--- config.mk ---
export PLATFORM = sky130hd
export DESIGN_NAME = gf163_digit_mult
export DESIGN_NICKNAME = d
export VERILOG_FILES = /design/src/rtl/gf163_digit_mult.sv
export SDC_FILE = /design/constraint.sdc
export NUM_CORES = 1
export LEC_CHECK = 0
export CAP_MARGIN = 20
export CELL_PAD_IN_SITES_DETAIL_PLACEMENT = 0
export CELL_PAD_IN_SITES_GLOBAL_PLACEMENT = 2
export CORE_MARGIN = 2
export CORE_UTILIZATION = 33
export CTS_CLUSTER_DIAMETER = 200
export DETAILED_ROUTE_END_ITERATION = 8
export PLACE_DENSITY_LB_ADDON = 0.1
export SETUP_SLACK_MARGIN = 0.15
export SLEW_MARGIN = 20
export SYNTH_ARGS = -nofsm -noshare
export SYNTH_HDL_FRONTEND = slang
export SYNTH_HIERARCHICAL = 1
export SYNTH_SLANG_ARGS = --single-unit
--- constraint.sdc ---
create_clock -name clk -period 3.17 [get_ports clk]
set_clock_uncertainty 0.1 [all_clocks]
set_input_delay 0.4755 -clock clk [delete_from_list [all_inputs] [get_ports clk]]
set_output_delay 0.4755 -clock clk [all_outputs]
set_load 0.01 [all_outputs]
--- src/rtl/gf163_digit_mult.sv ---
// gf163_digit_mult: digit-serial GF(2^163) multiplier, f(x) = x^163 + x^7 + x^6 + x^3 + 1.
// Walks the digits of A from the most significant one down. Each step shifts the
// accumulator by one digit, adds digit x B, and folds the overflow bits straight back in.
// Build option: define GF163_DIGIT4_EN to switch from 2-bit digits (82 steps) to
// 4-bit digits (41 steps). Ports, handshake and results are the same in both builds.

// One partial-product lane: B shifted into place for one bit of the current digit.
module gf163_pp_lane #(
  parameter int M  = 163,
  parameter int W  = 165,
  parameter int SH = 0
) (
  input  logic         en,
  input  logic [M-1:0] b,
  output logic [W-1:0] pp
);
  assign pp = en ? (W'(b) << SH) : '0;
endmodule

module gf163_digit_mult (
  input  logic         clk,
  input  logic         rst_n,
  input  logic         MUL_START,
  input  logic [162:0] MUL_A,
  input  logic [162:0] MUL_B,
  output logic         MUL_BUSY,
  output logic         MUL_DONE,
  output logic [162:0] MUL_C
);
  localparam int M = 163;
`ifdef GF163_DIGIT4_EN
  localparam int DW = 4;
  localparam int ND = 41;
`else
  localparam int DW = 2;
  localparam int ND = 82;
`endif
  localparam int CW = $clog2(ND);
  localparam int TW = M + DW;

  localparam logic [0:0] IDLE = 1'b0;
  localparam logic [0:0] RUN  = 1'b1;

  logic [0:0]               state;
  logic [ND-1:0][DW-1:0]    a_q;     // A zero-padded to ND*DW = 164 bits, one entry per digit
  logic [M-1:0]             b_q;
  logic [M-1:0]             acc;
  logic [M-1:0]             acc_nxt;
  logic [CW-1:0]            cnt;
  logic [DW-1:0]            dig;
  logic [DW-1:0][TW-1:0]    pp;
  logic [TW-1:0]            t;

  assign dig      = a_q[cnt];
  assign MUL_BUSY = (state == RUN);

  for (genvar i = 0; i < DW; i++) begin : g_lane
    gf163_pp_lane #(.M(M), .W(TW), .SH(i)) u_lane (
      .en (dig[i]),
      .b  (b_q),
      .pp (pp[i])
    );
  end

  // One digit step: shift, add the partial products, then fold the overflow bits.
  // A folded bit only reaches bits <= DW+6, so folding never creates new overflow.
  always_comb begin
    t = {acc, {DW{1'b0}}};
    for (int i = 0; i < DW; i++) t = t ^ pp[i];
    for (int j = DW - 1; j >= 0; j--) begin
      if (t[M+j]) begin
        t[j+7] = ~t[j+7];
        t[j+6] = ~t[j+6];
        t[j+3] = ~t[j+3];
        t[j]   = ~t[j];
        t[M+j] = 1'b0;
      end
    end
    acc_nxt = t[M-1:0];
  end

  // Control and datapath registers: accept a start while idle, step once per cycle,
  // and publish the result on the step that processes digit 0.
  always_ff @(posedge clk or negedge rst_n) begin
    if (!rst_n) begin
      state    <= IDLE;
      a_q      <= '0;
      b_q      <= '0;
      acc      <= '0;
      cnt      <= '0;
      MUL_DONE <= 1'b0;
      MUL_C    <= '0;
    end else begin
      MUL_DONE <= 1'b0;
      case (state)
        IDLE: begin
          if (MUL_START) begin
            a_q   <= {1'b0, MUL_A};
            b_q   <= MUL_B;
            acc   <= '0;
            cnt   <= CW'(ND - 1);
            state <= RUN;
          end
        end
        default: begin
          acc <= acc_nxt;
          cnt <= cnt - 1'b1;
          if (cnt == '0) begin
            MUL_C    <= acc_nxt;
            MUL_DONE <= 1'b1;
            state    <= IDLE;
          end
        end
      endcase
    end
  end
endmodule

# Word-level counts from Yosys, hierarchy flattened
# Index checks and enable logic that the tools add are counted.
[op_classes]
shifts = 0
add_sub_neg = 1
reduce_logical = 4
n_bitwise = 11
n_eq_ne = 0
div_mod_pow = 0
order_cmp = 1
mul = 0
n_mux = 19
[op_table]
columns = ["cell", "count"]
rows = [
  ["163-bit 2-to-1 mux", 3],
  ["165-bit bitwise XOR", 2],
  ["164-bit 2-to-1 mux", 1],
  ["2-bit binary-select mux with 7-bit select", 1],
  ["7-bit 2-to-1 mux", 2],
  ["1-bit 2-to-1 mux", 9],
  ["1-bit NOT", 9],
  ["7-bit by 8-bit < comparator with 1-bit output, second input constant", 1],
  ["7-bit logical NOT", 1],
  ["7-bit by 1-bit subtractor with 7-bit output, second input constant", 1],
  ["2-bit 2-to-1 mux", 3],
  ["2-bit AND reduction", 2],
  ["2-bit nonzero test", 1],
]
[word_totals]
ramBits = 0
regBits = 661
n_memories = 0
mem_bits_ro = 0
output_inout_bits = 165
latchBits = 0

# Depth between registers and ports, before layout
# Gate-level depths: netlist of the first run.
[logic_depth]
depth_word = 10
depth_mapped = 17
mapped_depth_nobuf = 11

# Cells and area by module
# Netlist of the first run, hierarchy kept.
[by_module_without_submodules]
columns = ["module", "cells_each", "seq_area_each_um2", "area_per_inst_um2", "instances"]
rows = [
  ["gf163_digit_mult", 2238, 16540.9, 29525.8, 1],
  ["gf163_pp_lane", 184, 0.0, 1325.0, 2],
]

# Least setup slack after synthesis of the first run
# Ideal clock, no wire load.
[synth_timing]
path_kind = "register to register"
start = "reg cnt[0]"
end = "reg MUL_C[7]"
stages_incl_launch_ff = 15
arrival_time_ns = 3.287
setup_slack_ns = -0.342
t_required_ns = 2.945
n_path_buf = 4
setup_ns = 0.125
synth_period_minus_slack_ns = 3.512
path_cell_list = "dfrtp_1 -> buf_6 -> buf_12 -> mux4_1 -> mux2_2 -> a221oi_2 -> o21ai_0 -> a32o_1 -> buf_6 -> clkbuf_2 -> and2_1 -> xnor3_1 -> xor2_1 -> xnor2_1 -> mux2_2"
[synth_lines]
columns = ["element", "line", "text"]
rows = [
  ["start: declaration", "49", "logic [CW-1:0] cnt;"],
  ["start signal: assignment", "101", "cnt <= CW'(ND - 1);"],
  ["start signal: assignment", "107", "cnt <= cnt - 1'b1;"],
  ["end signal: assignment", "109", "MUL_C <= acc_nxt;"],
  ["end: declaration", "28", "output logic [162:0] MUL_C"],
]

==> results_dict.tcl, run 1 <==
set metrics [dict create \
    overflow 0 \
    tightest_slew_ps 1010 \
    hold_viol_final 0 \
    p_total_w 0.0550 \
    hpwl_mm 63.6 \
    setup_viol 326 \
    rsz0062_at_grt "true" \
    grt_busiest_layer "met2" \
    core_area_um2 96700 \
    dieArea_um2 100000 \
    status "finished, violations left" \
    violations "setup timing" \
    drt_pass1_iterations 4 \
    fin_crit_sh 1.14 \
    max_freq_mhz 278 \
    r2r-start "cnt[0]" \
    tns_ps -108240 \
    nets 3487 \
    met3_usage 0.0449 \
    grt_pass1_wl_mm 144 \
    drv_cap 0 \
    totalWireLength_mm 97.2 \
    slew_viol_final 0 \
    num_rows 114 \
    crit_type "register to register" \
    htreeDepth 3 \
    fin_ws_ps -429 \
    clk-insertion-delay-late_ps 640 \
    worstPathRequired_ps 3580 \
    drive_gt1_frac 0.392 \
    ys_seq_area_frac 0.514 \
    ys.flop_type "dfrtp_1" \
    cp-startpoint "cnt[0]" \
    ant_nets 0 \
    grt_pass1_vias 22900 \
    hold_class "input port to async pin" \
    cp_data_arrival_time_ps 4010 \
    whs_ps 229 \
    grt_use_total 0.189 \
    area_growth_syn_to_layout_pct 41.3 \
    antenna_found_initial 14 \
    r2r_cells 13 \
    num_vias 21100 \
    wire_per_inst_um 21.6 \
    yosysUniqueCellTypes 51 \
    io_pins 494 \
    ys.warnings.count 6 \
    layout_commonest_cell "dfrtp_1" \
    ys_ff_latch 661 \
    post-place-ws_ps -486 \
    root_buffer "clkbuf_16" \
    synth_edf_count 0 \
    die_height_um 316 \
    dp_cells 4308 \
    endpoint_kind "register" \
    clk_transition_reported_paths_ps 60 \
    synth.avg_cell_area_um2 12.3 \
    grt_util_met1 0.242 \
    routed_via_density 4.69 \
    place_congestion 0.776 \
    cp-start-kind "register" \
    peakVddDrop_v 0.000472 \
    drt_iter0_drc 861 \
    cp_max_fo 12 \
    synthCells 2606 \
    tritoncts "built" \
    clockBufferDepth 3 \
    grt_max_degree 170 \
    synth_area_um2 32200 \
    cts-buffers-inserted 81 \
    relSlewSlack 0.324 \
    rrSetupSlack_ps -430 \
    fin_cells 4492 \
    die_w_um 316 \
    synthArstFlopShare 1.00 \
    portBuffers 493 \
    worstReg2RegEnd "MUL_C[69]" \
    period_minus_slack_ps 3600 \
    drc 0 \
    met2_usage 0.319 \
    most-common-layout-cells "659 x dfrtp_1, 491 x clkdlybuf4s50_1, 480 x mux2_2, 194 x and2_4, 189 x xnor2_2" \
    start_util 0.333 \
    cts_sinks 661 \
    p_leak_nw 19.4 \
    powerDensity_nw_per_um2 1210 \
]
[final cells by class]
class                   count  area, um2
multi-input cells        1776      17700
diodes                      1       2.50
clock buffers             124       2500
repair buffers            630       6950
inverters                   6       22.5
fillers                  8684      51200
well taps                1276       1600
flip-flops and latches    661      16500
clock inverters            18        128
[worst max-delay path, cell delays in order (launching register included)]
cell       delay (ps)
dfrtp_4           440
buf_8             140
mux4_4            620
mux4_2            460
a21o_1            210
a21oi_2           150
o32ai_4           120
buf_12            170
buf_12            160
clkbuf_16         180
and2_4            150
xnor2_2           140
xnor2_2           150
mux2_4            270
[how the worst max path moves through the flow]
stage | end | slack, ps | cells past startpoint
2_1_floorplan | MUL_C[7] | -290 | 14
3_3_place_gp | MUL_C[7] | -470 | 11
3_5_place_dp | MUL_C[70] | -490 | 12
4_1_cts | MUL_C[154] | -410 | 14
5_1_grt | MUL_C[139] | -540 | 13
6_report | MUL_C[69] | -430 | 13
[timing repair]
action	CTS	global route
setup endpoints to repair	326	326
cloned	5	15
gates resized for setup	110	326
setup buffers	16	4
hold buffers	1	0
pin swaps	12	46
hold endpoints to repair	37	0
[stage by stage]
step | utilization | instance area (um2)
2_1_floorplan | - | 32800
3_3_place_gp | 0.410 | 39600
3_5_place_dp | 0.410 | 39600
4_1_cts | 0.446 | 43100
5_1_grt | 0.470 | 45500
6_report | 0.470 | 45500
[cells by family (layout without fill, tap and decap cells)]
| kind of cell | count (synthesis) | in the layout | synth area share |
|---|---|---|---|
| and+or+nand+nor | 688 | 688 | 0.128 |
| DFF | 661 | 661 | 0.514 |
| adders and majority gates | 2 | 2 | 0.000778 |
| xor gates and xnor gates | 338 | 338 | 0.0929 |
| buffers and inverters | 171 | 778 | 0.0278 |
| other | 2 | 5 | 0.000233 |
| AOI/OAI and AO/OA | 198 | 198 | 0.0338 |
| muxes | 546 | 546 | 0.203 |
[flip-flops by register name (all words and copies together) (netlist names)]
name and cells:
MUL_BUSY 1, a_q 163, cnt 7, MUL_C 163, acc 163, MUL_DONE 1, b_q 163
[power by group]
group | leakage [nW] | total [W] | internal [W] | switching, W
logic | 9.89 | 0.0297 | 0.0176 | 0.0120
registers | 8.20 | 0.0162 | 0.0127 | 0.00347
clock network | 1.31 | 0.00920 | 0.00549 | 0.00370
[synthesized netlist by cell type (all sizes together) (4+ instances only)]
library cell  number  share of area
a221oi             5         0.0016
inv                5        0.00058
a21oi              5        0.00078
xnor2            330          0.090
buf               62          0.014
nand2b           165          0.032
nor3               5        0.00078
mux2             493           0.17
dfrtp            661           0.51
clkbuf           103          0.013
xor2               6         0.0016
nand2            174          0.020
nor2               9         0.0010
nor2b              4        0.00078
a22oi              4        0.00093
o221ai             4         0.0011
mux4              34          0.024
o21ai            165          0.026
and2             327          0.072
mux2i             19         0.0059
[per-layer routing]
| metal | vias up | part of all wire |
|---|---|---|
| met5 | - | 0.0013 |
| met3 | 152 | 0.049 |
| met2 | 376 | 0.50 |
| met4 | 22 | 0.024 |
| met1 | 10700 | 0.43 |
| li1 | 9831 | - |
Note: power is estimated with default switching activity, not from simulation.
==> run 2, diff against run 1 <==
Settings changed: CORE_UTILIZATION 33 to 37, SETUP_SLACK_MARGIN 0.15 to 0.2.
Clock period 3.17 ns to 4.1 ns, I/O delays scaled along.
==> results_dict.tcl, run 2 (same netlist as run 1, synthesis figures left out) <==
set metrics [dict create \
    clk-insertion-delay-late_ps 630 \
    worstPathRequired_ps 4510 \
    grt_max_degree 174 \
    overflow 0 \
    max_freq_mhz 268 \
    slowest_stage "mux4_2" \
    cts_sinks 661 \
    wire_per_inst_um 20.5 \
    totalWireLength_mm 87.8 \
    r2r-start "cnt[0]" \
    root_buffer "clkbuf_16" \
    cts-buffers-inserted 78 \
    top_layer_used "met5" \
    routed_via_density 4.79 \
    slowest_delay_ps 530 \
    period_minus_slack_ps 3740 \
    num_vias 20500 \
    core_area_um2 86500 \
    hold_viol_final 0 \
    dp_cells 4131 \
    die_height_um 299 \
    cp-startpoint "cnt[0]" \
    fillCellCount 7903 \
    fin_cells 4274 \
    portBuffers 493 \
    powerDensity_nw_per_um2 856 \
    whs_ps 251 \
    crit_end "MUL_C[7]" \
    drt_pass1_iterations 5 \
    crit_type "register to register" \
    tritoncts "built" \
    peakVddDrop_v 0.000520 \
    grt_pass1_vias 22200 \
    clk_transition_reported_paths_ps 60 \
    route.met2.wl_mm 43.2 \
    critical_path.cell_chain "buf_12 -> mux4_2 -> mux2_2 -> a221oi_4 -> o32ai_4 -> and2_2 -> xnor3_2 -> xor2_1 -> xnor2_1 -> mux2_2" \
    r2r_cells 10 \
    ant_nets 0 \
    tns_ps 0 \
    fin_crit_sh 0.911 \
    most-common-layout-cells "659 x dfrtp_1, 493 x mux2_2, 491 x clkdlybuf4s50_1, 329 x xnor2_1, 219 x and2_1" \
    die_w_um 299 \
    clockBufferDepth 3 \
    endpoint_kind "register" \
    rrSetupSlack_ps 360 \
    cp_max_fo 26 \
    grt_pass1_wl_mm 136 \
    relSlewSlack 0.292 \
    p_leak_nw 17.1 \
    cp-start-kind "register" \
    num_rows 108 \
    io_pins 494 \
    setup_viol 0 \
    worstReg2RegEnd "MUL_C[7]" \
    wl_met3_mm 3.94 \
    antenna_cells 0 \
    antenna_found_initial 7 \
    drt_iter0_drc 919 \
    htreeDepth 3 \
    rsz0062_at_grt "false" \
    slew_viol_final 0 \
    place_congestion 0.763 \
    grt_use_total 0.196 \
    timing.critical_path.mode_cell "mux2_2" \
    cp_data_arrival_time_ps 4140 \
    status "complete, no violations" \
    nets 3391 \
    wl_met1_mm 38.3 \
    area_growth_syn_to_layout_pct 27.2 \
    start_util 0.372 \
    hold_class "input port to register" \
    dieArea_um2 89300 \
    layout_commonest_cell "dfrtp_1" \
    drive_gt1_frac 0.260 \
    drc 0 \
    hold_depth 2 \
    hpwl_mm 58.1 \
    drv_cap 0 \
    tightest_slew_ps 1060 \
]
-- run 2: cell count changes in the layout (fill, tap and decap cells not counted), moves of 13 or more --
cell and change:
and2_1 +90, and2_4 -92, buf_12 -23, buf_4 -36, clkbuf_16 -19, mux2_2 +13, mux2_4 -13, o21ai_0 +121
o21ai_1 -115, xnor2_1 +250, xnor2_2 -188, xnor2_4 -62
-- run 2: how the worst min path moves through the flow --
stage	startpoint	end	slack [ps]
floorplan	rst_n	MUL_BUSY	220
global placement	MUL_C[1]	MUL_C[1]	370
detailed placement	MUL_C[1]	MUL_C[1]	370
CTS	MUL_START	acc[28]	210
global route	MUL_START	acc[33]	230
finish	MUL_START	acc[27]	250
-- run 2: per-layer routing --
metal / global-route usage / up-vias
li1: - / 9614
met1: 0.254 / 10300
met2: 0.331 / 395
met3: 0.0395 / 140
met4: 0.0575 / 14
met5: 0 / -
-- run 2: repair_timing --
action	in CTS	in global routing
setup buffers	0	1
gates resized for setup	0	9
endpoints found under the hold margin	47	0
setup endpoints to repair	0	217
hold buffers	1	0
-- run 2: per-stage QoR --
stage / util / setup WS, ps / total power, W / cell area (um2)
5_1_grt: 0.473 / 211 / 0.0377 / 40900
3_3_place_gp: 0.442 / 164 / 0.0280 / 38200
2_1_floorplan: - / 588 / 0.0233 / 32200
3_5_place_dp: 0.442 / 232 / 0.0283 / 38200
6_report: 0.473 / 364 / 0.0350 / 40900
4_1_cts: 0.472 / 220 / 0.0355 / 40800
-- run 2: cell type report --
cell class                 count  area, um2  area share
multi-input combinational   1777      14900       0.363
clock buffer                 115       2290      0.0560
inverter                       6       22.5    0.000550
timing repair buffer         536       5490       0.134
tap                         1155       1450      0.0353
sequential                   661      16500       0.404
clock inverter                24        260     0.00636
-- run 2: critical path, delay by kind of cell (launching register included) --
family / cells / cell delay (ps)
multiplexers: 3 / 1120
XOR/XNOR: 3 / 660
flip-flops: 1 / 520
buffers and inverters: 1 / 250
AND/OR/NAND/NOR: 1 / 230
AO/OA/AOI/OAI: 2 / 700
-- run 2: power breakdown --
group | leakage [nW] | switching, W | internal (W)
Clock | 1.26 | 0.00283 | 0.00408
Sequential | 8.20 | 0.00215 | 0.00981
Combinational | 7.67 | 0.00733 | 0.00881
==> run 3, diff against run 2 <==
Settings changed: CORE_UTILIZATION 37 to 45, CTS_BUF_LIST set to sky130_fd_sc_hd__clkbuf_4 sky130_fd_sc_hd__clkbuf_8, DONT_BUFFER_PORTS set to 1.
==> results_dict.tcl, run 3 (same netlist as run 1, synthesis figures left out) <==
set metrics [dict create \
    status "complete, no violations" \
    fin_crit_sh 0.918 \
    route.met2.wl_mm 40.3 \
    top_layer_used "met5" \
    drt_pass1_iterations 4 \
    grt_pass1_wl_mm 128 \
    slowest_stage "mux4_1" \
    htreeDepth 3 \
    tritoncts "built" \
    start_util 0.452 \
    clk-insertion-delay-late_ps 740 \
    drt_iter0_drc 1017 \
    hpwl_mm 49.5 \
    area_growth_syn_to_layout_pct 21.1 \
    p_leak_nw 16.7 \
    place_congestion 0.783 \
    cp_data_arrival_time_ps 4260 \
    max_freq_mhz 266 \
    wire_per_inst_um 20.6 \
    grt_pass1_vias 21800 \
    io_pins 494 \
    setup_viol 0 \
    crit_type "register to register" \
    portBuffers 0 \
    dp_cells 3417 \
    worstPathRequired_ps 4600 \
    slowest_delay_ps 570 \
    root_buffer "clkbuf_8" \
    relSlewSlack 0.262 \
    dieArea_um2 73700 \
    slew_viol_final 0 \
    num_rows 98 \
    ant_nets 0 \
    cts_sinks 661 \
    most-common-layout-cells "659 x dfrtp_1, 493 x mux2_2, 330 x xnor2_1, 328 x dlygate4sd3_1, 219 x and2_1" \
    drv_cap 0 \
    postLayoutCoreUtil 0.548 \
    grt_max_degree 662 \
    clockBufferDepth 3 \
    rsz0062_at_grt "false" \
    antenna_found_initial 25 \
    routed_via_density 5.02 \
    num_vias 20000 \
    critical_path_buf_inv_count 2 \
    cp-start-kind "register" \
    core_area_um2 71100 \
    wl_met3_mm 4.61 \
    grt_use_total 0.221 \
    fillCellCount 6223 \
    totalWireLength_mm 82.1 \
    hold_viol_final 0 \
    peakVddDrop_v 0.000518 \
    tightest_slew_ps 1110 \
    overflow 0 \
    layout_commonest_cell "dfrtp_1" \
    wl_met1_mm 34.7 \
    cp_max_fo 76 \
    fin_cells 3987 \
    critPathTopFamily "multiplexers" \
    powerDensity_nw_per_um2 856 \
    nets 3254 \
    tns_ps 0 \
    hold_class "input port to async pin" \
    drc 0 \
    die_w_um 271 \
    drive_gt1_frac 0.293 \
    clk_transition_reported_paths_ps 60 \
    die_height_um 271 \
    whs_ps 111 \
    endpoint_kind "register" \
    period_minus_slack_ps 3760 \
    critical_path.cell_chain "buf_4 -> mux4_1 -> mux4_2 -> a21o_1 -> a21oi_1 -> o32ai_4 -> buf_12 -> and2_1 -> xnor3_1 -> xor2_1 -> xnor2_1 -> mux2_2" \
    cts-buffers-inserted 118 \
    p_total_w 0.0334 \
]
==> run 3: power breakdown <==
group | switching, W | total [W] | internal [W]
registers | 0.00279 | 0.0126 | 0.00981
clock network | 0.00282 | 0.00661 | 0.00379
logic | 0.00647 | 0.0141 | 0.00768
==> run 3: metrics by stage <==
| step | cell area (um2) | setup slack [ps] |
|---|---|---|
| final | 39000 | 337 |
| after global routing | 39000 | 210 |
| after CTS | 38700 | 256 |
| after detailed placement | 32900 | 267 |
| after global placement | 32900 | 274 |
| after floorplan | 32200 | 588 |
==> run 3: cell type report <==
class	instances	area, um2	share of cell area
Timing Repair Buffer	360	3790	0.0972
Clock inverter	13	97.6	0.00250
Clock buffer	201	2480	0.0638
Antenna cell	20	50.0	0.00128
Inverter	6	22.5	0.000578
Tap cell	950	1190	0.0305
Multi-Input combinational cell	1776	14800	0.379
Sequential cell	661	16500	0.425
==> run 3: path summary, 6_finish.rpt <==
| kind | from | end | slack (ps) | cells after the start |
|---|---|---|---|---|
| max in group asynchronous | rst_n | MUL_C[16] | 1080 | 4 |
| setup / recovery | cnt[0] | MUL_C[7] | 340 | 12 |
| hold / removal | rst_n | MUL_C[133] | 110 | 1 |
| setup reg to reg | cnt[0] | MUL_C[7] | 340 | 12 |
| hold reg to reg | a_q[162] | a_q[162] | 400 | 1 |
| min in group clk | a_q[162] | a_q[162] | 400 | 1 |
==> run 3: repair_timing <==
item	in CTS	in global routing
hold endpoints to repair	1155	147
gates resized for setup	0	1
hold buffers	328	1
setup endpoints to repair	0	49
buffers inserted	0	2
==> run 3: metal layers <==
layer | vias to the layer above | GRT usage
met5 | - | 0
met4 | 12 | 0.0765
met3 | 154 | 0.0598
met2 | 418 | 0.364
met1 | 10100 | 0.280
li1 | 9393 | -
==> run 3: worst register-to-register path, cell delays in order (launching register included) <==
cell,delay [ps]
dfrtp_4,510
buf_4,160
mux4_1,570
mux4_2,490
a21o_1,200
a21oi_1,200
o32ai_4,180
buf_12,240
and2_1,200
xnor3_1,190
xor2_1,180
xnor2_1,140
mux2_2,300
